File: src/rtl/field_line_clear.sv
// Tetris-style line clear: scans the settled field bottom-to-top, collapses full rows
// downward and reports the compacted field and the number of rows removed.
// Optional running score output is enabled by defining FIELD_CLEAR_SCORE_EN.
module field_line_clear #(
    parameter int ROWS = 20,
    parameter int COLS = 20
) (
    input  logic                 clk,
    input  logic                 reset,
    input  logic                 start,
    input  logic [ROWS*COLS-1:0] field_in,
    output logic                 busy,
    output logic                 done,
    output logic [ROWS*COLS-1:0] field_out,
    output logic [4:0]           lines_cleared
`ifdef FIELD_CLEAR_SCORE_EN
    ,
    output logic [15:0]          score
`endif
);

    localparam int NBITS = ROWS * COLS;
    localparam int PTR_W = $clog2(ROWS);

    typedef enum logic [1:0] {
        ST_IDLE  = 2'd0,
        ST_SCAN  = 2'd1,
        ST_SHIFT = 2'd2,
        ST_DONE  = 2'd3
    } state_t;

    state_t             r_state;
    state_t             w_state_nxt;
    logic [NBITS-1:0]   r_buf;
    logic [PTR_W-1:0]   r_ptr;
    logic [4:0]         r_cnt;
    logic               r_busy;
    logic               r_done;
    logic [NBITS-1:0]   r_field_out;
    logic [4:0]         r_lines;

    logic [ROWS-1:0]    w_full_vec;
    logic               w_row_full;
    logic               w_ptr_zero;
    logic [NBITS-1:0]   w_shift;

    // Row-is-full test for one row of the working buffer.
    function automatic logic row_full(input logic [COLS-1:0] row);
        return &row;
    endfunction

    // Per-row fullness flags so the scan is a simple vector select by pointer.
    always_comb begin
        w_full_vec = '0;
        for (int i = 0; i < ROWS; i++) begin
            w_full_vec[i] = row_full(r_buf[i*COLS +: COLS]);
        end
    end

    assign w_row_full = w_full_vec[r_ptr];
    assign w_ptr_zero = (r_ptr == '0);

    // Collapse: rows 1..ptr take the row above, row 0 is cleared, rows below ptr keep.
    always_comb begin
        w_shift = r_buf;
        w_shift[COLS-1:0] = '0;
        for (int i = 1; i < ROWS; i++) begin
            if (PTR_W'(i) <= r_ptr) begin
                w_shift[i*COLS +: COLS] = r_buf[(i-1)*COLS +: COLS];
            end else begin
                w_shift[i*COLS +: COLS] = r_buf[i*COLS +: COLS];
            end
        end
    end

`ifdef FIELD_CLEAR_SCORE_EN
    logic [15:0] r_score;
    logic [9:0]  w_sq;
    logic [16:0] w_score_sum;
    logic [15:0] w_score_nxt;

    // Saturating accumulate of k*k, applied on the edge that enters DONE.
    always_comb begin
        w_sq        = {5'd0, r_cnt} * {5'd0, r_cnt};
        w_score_sum = {1'b0, r_score} + {7'd0, w_sq};
        if (w_score_sum[16]) begin
            w_score_nxt = 16'hFFFF;
        end else begin
            w_score_nxt = w_score_sum[15:0];
        end
    end

    // Score accumulator, cleared only by reset.
    always_ff @(posedge clk) begin
        if (reset) begin
            r_score <= 16'd0;
        end else if (r_state == ST_SCAN && w_state_nxt == ST_DONE) begin
            r_score <= w_score_nxt;
        end else begin
            r_score <= r_score;
        end
    end

    assign score = r_score;
`endif

    // State register.
    always_ff @(posedge clk) begin
        if (reset) begin
            r_state <= ST_IDLE;
        end else begin
            r_state <= w_state_nxt;
        end
    end

    // Next-state logic.
    always_comb begin
        w_state_nxt = r_state;
        case (r_state)
            ST_IDLE: begin
                if (start) begin
                    w_state_nxt = ST_SCAN;
                end else begin
                    w_state_nxt = ST_IDLE;
                end
            end
            ST_SCAN: begin
                if (w_row_full) begin
                    w_state_nxt = ST_SHIFT;
                end else if (w_ptr_zero) begin
                    w_state_nxt = ST_DONE;
                end else begin
                    w_state_nxt = ST_SCAN;
                end
            end
            ST_SHIFT: w_state_nxt = ST_SCAN;
            ST_DONE:  w_state_nxt = ST_IDLE;
            default:  w_state_nxt = ST_IDLE;
        endcase
    end

    // Working buffer, pointer, counter and registered outputs.
    always_ff @(posedge clk) begin
        if (reset) begin
            r_buf       <= '0;
            r_ptr       <= '0;
            r_cnt       <= 5'd0;
            r_busy      <= 1'b0;
            r_done      <= 1'b0;
            r_field_out <= '0;
            r_lines     <= 5'd0;
        end else begin
            case (r_state)
                ST_IDLE: begin
                    if (start) begin
                        r_buf <= field_in;
                        r_ptr <= PTR_W'(ROWS - 1);
                        r_cnt <= 5'd0;
                    end
                end
                ST_SCAN: begin
                    // A full row keeps ptr so the row dropped into place is re-tested.
                    if (!w_row_full) begin
                        if (!w_ptr_zero) begin
                            r_ptr <= r_ptr - PTR_W'(1);
                        end else begin
                            r_field_out <= r_buf;
                            r_lines     <= r_cnt;
                        end
                    end
                end
                ST_SHIFT: begin
                    r_buf <= w_shift;
                    r_cnt <= r_cnt + 5'd1;
                end
                ST_DONE: begin
                    r_cnt <= r_cnt;
                end
                default: begin
                    r_cnt <= r_cnt;
                end
            endcase
            r_busy <= (w_state_nxt != ST_IDLE);
            r_done <= (w_state_nxt == ST_DONE);
        end
    end

    assign busy          = r_busy;
    assign done          = r_done;
    assign field_out     = r_field_out;
    assign lines_cleared = r_lines;

endmodule

File: config.mk
export PLATFORM = sky130hd
export DESIGN_NAME = field_line_clear
export DESIGN_NICKNAME = d
export VERILOG_FILES = /design/src/rtl/field_line_clear.sv
export SDC_FILE = /design/constraint.sdc
export NUM_CORES = 2
export LEC_CHECK = 0
export CAP_MARGIN = 5
export CELL_PAD_IN_SITES_DETAIL_PLACEMENT = 1
export CELL_PAD_IN_SITES_GLOBAL_PLACEMENT = 1
export CORE_UTILIZATION = 38
export CTS_CLUSTER_DIAMETER = 100
export DETAILED_ROUTE_END_ITERATION = 12
export GPL_ROUTABILITY_DRIVEN = 0
export PLACE_DENSITY = 0.81
export SYNTH_ARGS = -nofsm -noshare
export SYNTH_HDL_FRONTEND = slang
export SYNTH_SLANG_ARGS = --single-unit
File: constraint.sdc
create_clock -name clk -period 3.16 [get_ports clk]
set_input_delay 0.316 -clock clk [delete_from_list [all_inputs] [get_ports clk]]
set_output_delay 0.316 -clock clk [all_outputs]
set_load 0.02 [all_outputs]
==> reports/summary.log <==
qor: setup_path.reg2reg_setup_slack 0.11 ns
qor: yosys.synth_largest_type_area_fraction 0.446
qor: yosys.synth.yosys.warnings 0
qor: global_routing.grt_first_pass_wirelength 228000 um
qor: yosys.synth-seq-cells 819
qor: timing.final.period_utilization 0.966
qor: timing.fmax 0.328 GHz
qor: yosys.post_synth_num_cell_types 45
qor: setup_path.crit_slowest_cell dfxtp_2
qor: setup_path.cp_data_arrival_time 3.63 ns
qor: clock_network.tritoncts done
qor: global_routing.grt_pass1_vias 35600
qor: finish.mostFrequentLayoutCell dfxtp_1
qor: clock_network.cts_inserted_buffers 92
qor: worst_hold_path.worst_hold_path_ep r_buf[154]
qor: finish.post_route_cells_drive_above_1_share 0.0688
qor: yosys.netlist_top_cells_area dfxtp_1 45%, nand2b_1 14%, mux2i_1 11%, a311oi_1 9.1%, nand2_1 8.1%
qor: floorplan.initial_utilization 0.385
qor: floorplan.num_rows 113
qor: floorplan.boundaryPins 810
qor: detailed_routing.firstDrtPassIters 5
qor: power_and_ir_drop.cellPowerDensity 644 mW/mm2
qor: power_and_ir_drop.total_power 32.0 mW
qor: floorplan.die_height 313 um
qor: setup_path.cpPeakStageDelay 0.40 ns
qor: setup_path.chain_of_cells_forming_the_critical_path buf_4, nand4_1, nor2_1, a31oi_1, nand4_1, o21a_2, nor3_4, buf_4, buf_12, buf_12, buf_12, mux2i_1
qor: timing.clock_skew 0.0325 ns
qor: setup_path.regToRegEndpoint field_out[228]
qor: setup_path.cp_num_buf_inv 5
qor: floorplan.die_x 313 um
qor: worst_hold_path.min_path_cells 3
qor: clock_network.numClockSinks 819
qor: timing.final-hold-violation-count 0
qor: timing.max_slew.worst_pin.slew 1.23 ns
qor: detailed_routing.drt-wirelength-per-cell 24.8 um
qor: clock_network.clk_latency 0.66 ns
qor: yosys.synth_ff_type dfxtp_1
qor: power_and_ir_drop.leakage_component_of_the_power 17.1 nW
qor: detailed_routing.final_antenna_net_count 0
qor: yosys.synthesis.instances 4247
qor: detailed_routing.routed_wirelength 156000 um
qor: clock_network.clk_pin_slew 0.07 ns
qor: clock_network.cts.path.max_buffers 3
qor: worst_hold_path.min-delay-start field_in[154]
qor: global_routing.total_routing_resource_utilization_after_global_routing 0.305
qor: yosys.synth_area 0.0368 mm2
qor: finish.final_cell_mix 817 x dfxtp_1, 811 x nand2b_1, 808 x clkdlybuf4s50_1, 793 x nand2_1, 428 x nor2_1
qor: setup_path.r2r_start r_ptr[2]
qor: setup_path.cpLargestDelayFamily buffers and inverters
qor: yosys.post_synth.cell_area_avg 8.66 um2
qor: setup_path.cpMostUsedCell buf_12
qor: setup_path.critical_path_required 3.74 ns
qor: worst_hold_path.worstHoldPathType in -> reg
qor: floorplan.fp.dieArea 0.0980 mm2
qor: detailed_routing.detailroute.via_count 34800
qor: power_and_ir_drop.worst_ir_drop_vdd 0.000369 V
qor: global_routing.antenna_found_initial 31
qor: detailed_routing.post_drt_via_cell_ratio 5.53
qor: timing.final_max_slew_viol_count 0
qor: yosys.post_synth_edffs 0
qor: timing.setup_total_negative_slack 0 ns
qor: global_routing.global_route_congestion_overflow_total 0
qor: setup_path.critical_path.endpoint_type register
qor: placed_design.numPortBuffers 809
qor: setup_path.timing.setup.critical_path_class reg -> reg
qor: run.cap_viol_max_count 0
qor: global_routing.grt_max_degree 196
qor: floorplan.fp.coreArea 0.0954 mm2
qor: finish.signed_area_change_from_the_synthesized_netlist_to_the_final_layout 35.2%
qor: finish.final_core_util 0.521
qor: timing.min_period 3.05 ns
qor: setup_path.rr_worst_depth 12
qor: detailed_routing.drc 0
qor: yosys.post_synth_arst_share 0
qor: yosys.synth.net_count 4656
qor: yosys.synth-seq-area-share 0.446
qor: finish.nets 5352
qor: clock_network.root_buffer clkbuf_16
qor: timing.timing.max_slew.rel_slack 0.183
qor: detailed_routing.detailedRoute.firstIterationViolations 2619
qor: setup_path.critical_path.max_fanout 24
qor: clock_network.cts_htree_levels 3
qor: setup_path.worst_setup_start_kind register
qor: outcome.run_status complete, no violations
qor: timing.report.final.setup_viol 0
qor: yosys.synth_area_leader_cell dfxtp_1
qor: placed_design.dp_hpwl 114000 um
## how the worst max path moves through the flow
| stage | end | cells past startpoint | from |
|---|---|---|---|
| after CTS | field_out[87] | 10 | r_ptr[2] |
| after global placement | field_out[75] | 10 | r_ptr[0] |
| after detailed placement | field_out[80] | 10 | r_ptr[0] |
| after floorplan | field_out[100] | 11 | r_ptr[0] |
| after global routing | field_out[232] | 12 | r_ptr[0] |
| final | field_out[228] | 12 | r_ptr[2] |
## cells by family (layout without fill, tap and decap cells)
family,count (synthesis),in the layout,share of synthesized area
muxes,406,406,0.111
xor gates and xnor gates,1,1,0.000238
and+or+nand+nor,2194,2194,0.290
DFF,819,819,0.446
buffers and inverters,365,1132,0.0457
adders and majority gates,6,6,0.00204
other,0,19,0
AOI/OAI and AO/OA,456,456,0.105
## flip-flops by register name, summed over array words and instances, names as in the netlist
name	count
field_out	400
r_buf	400
lines_cleared	5
r_cnt	5
r_ptr	5
r_state	2
busy	1
done	1
## cells in the mapped netlist, types with 2 or more instances
cell type / count
a41oi_1: 2
mux2i_1: 406
and4_1: 5
nor3_1: 14
o21ai_1: 10
o21a_1: 3
nand4b_1: 6
inv_1: 4
buf_6: 40
a41o_1: 2
or3b_1: 2
a211oi_1: 4
nand3_1: 19
nor2b_1: 2
nor2_1: 428
nand2b_1: 812
dfxtp_1: 819
buf_2: 9
o21ai_0: 3
o211ai_1: 2
a311oi_1: 380
a21oi_1: 12
a22oi_1: 22
nand2_1: 793
buf_1: 5
or3_1: 2
ha_1: 6
or2_2: 2
nor4_1: 21
a221oi_1: 3
nand4_1: 83
a31oi_1: 6
a311oi_2: 2
clkbuf_1: 307
## final cells by class
class,count,area (um2)
inverters,4,15.0
flip-flops and latches,819,16400
diodes,19,47.5
clock buffers,126,2640
multi-input cells,3063,18900
clock inverters,39,467
fillers,10900,45700
well taps,1265,1580
repair buffers,963,9620
## report_power, final
part	internal, mW	switching [mW]
Combinational	3.20	4.43
Clock	6.46	4.67
Sequential	11.6	1.62
## worst register-to-register path: stages (launching register included)
cell     delay, ns
dfxtp_2       0.40
buf_4         0.22
nand4_1       0.10
nor2_1        0.05
a31oi_1       0.40
nand4_1       0.31
o21a_2        0.31
nor3_4        0.13
buf_4         0.15
buf_12        0.23
buf_12        0.27
buf_12        0.20
mux2i_1       0.21
## through the flow
step | hold slack, ns | instance area, um2 | setup slack (ns) | std cells
floorplan | 0.452 | 36800 | 0.947 | 4247
global placement | 0.457 | 46400 | -0.0790 | 6109
detailed placement | 0.460 | 46400 | -0.135 | 6109
CTS | 0.192 | 49600 | 0.0248 | 6274
global route | 0.228 | 49700 | -0.00188 | 6294
finish | 0.231 | 49700 | 0.107 | 6298
## timing repair
action                                  4_1_cts  5_1_grt
endpoints found under the setup margin      178      112
pin swaps                                     0        4
buffers inserted                              0        4
cloned                                        0        1
resized for setup                             2        8
hold buffers                                  0        0
## metal layers
metal | vias up | GRT usage | routed length, um
li1 | 15900 | - | -
met3 | 370 | 0.0558 | 9160
met2 | 1189 | 0.513 | 74900
met1 | 17300 | 0.371 | 63700
met4 | 26 | 0.157 | 8410
met5 | - | 0 | 149
Power figures use the tool's default switching activity.
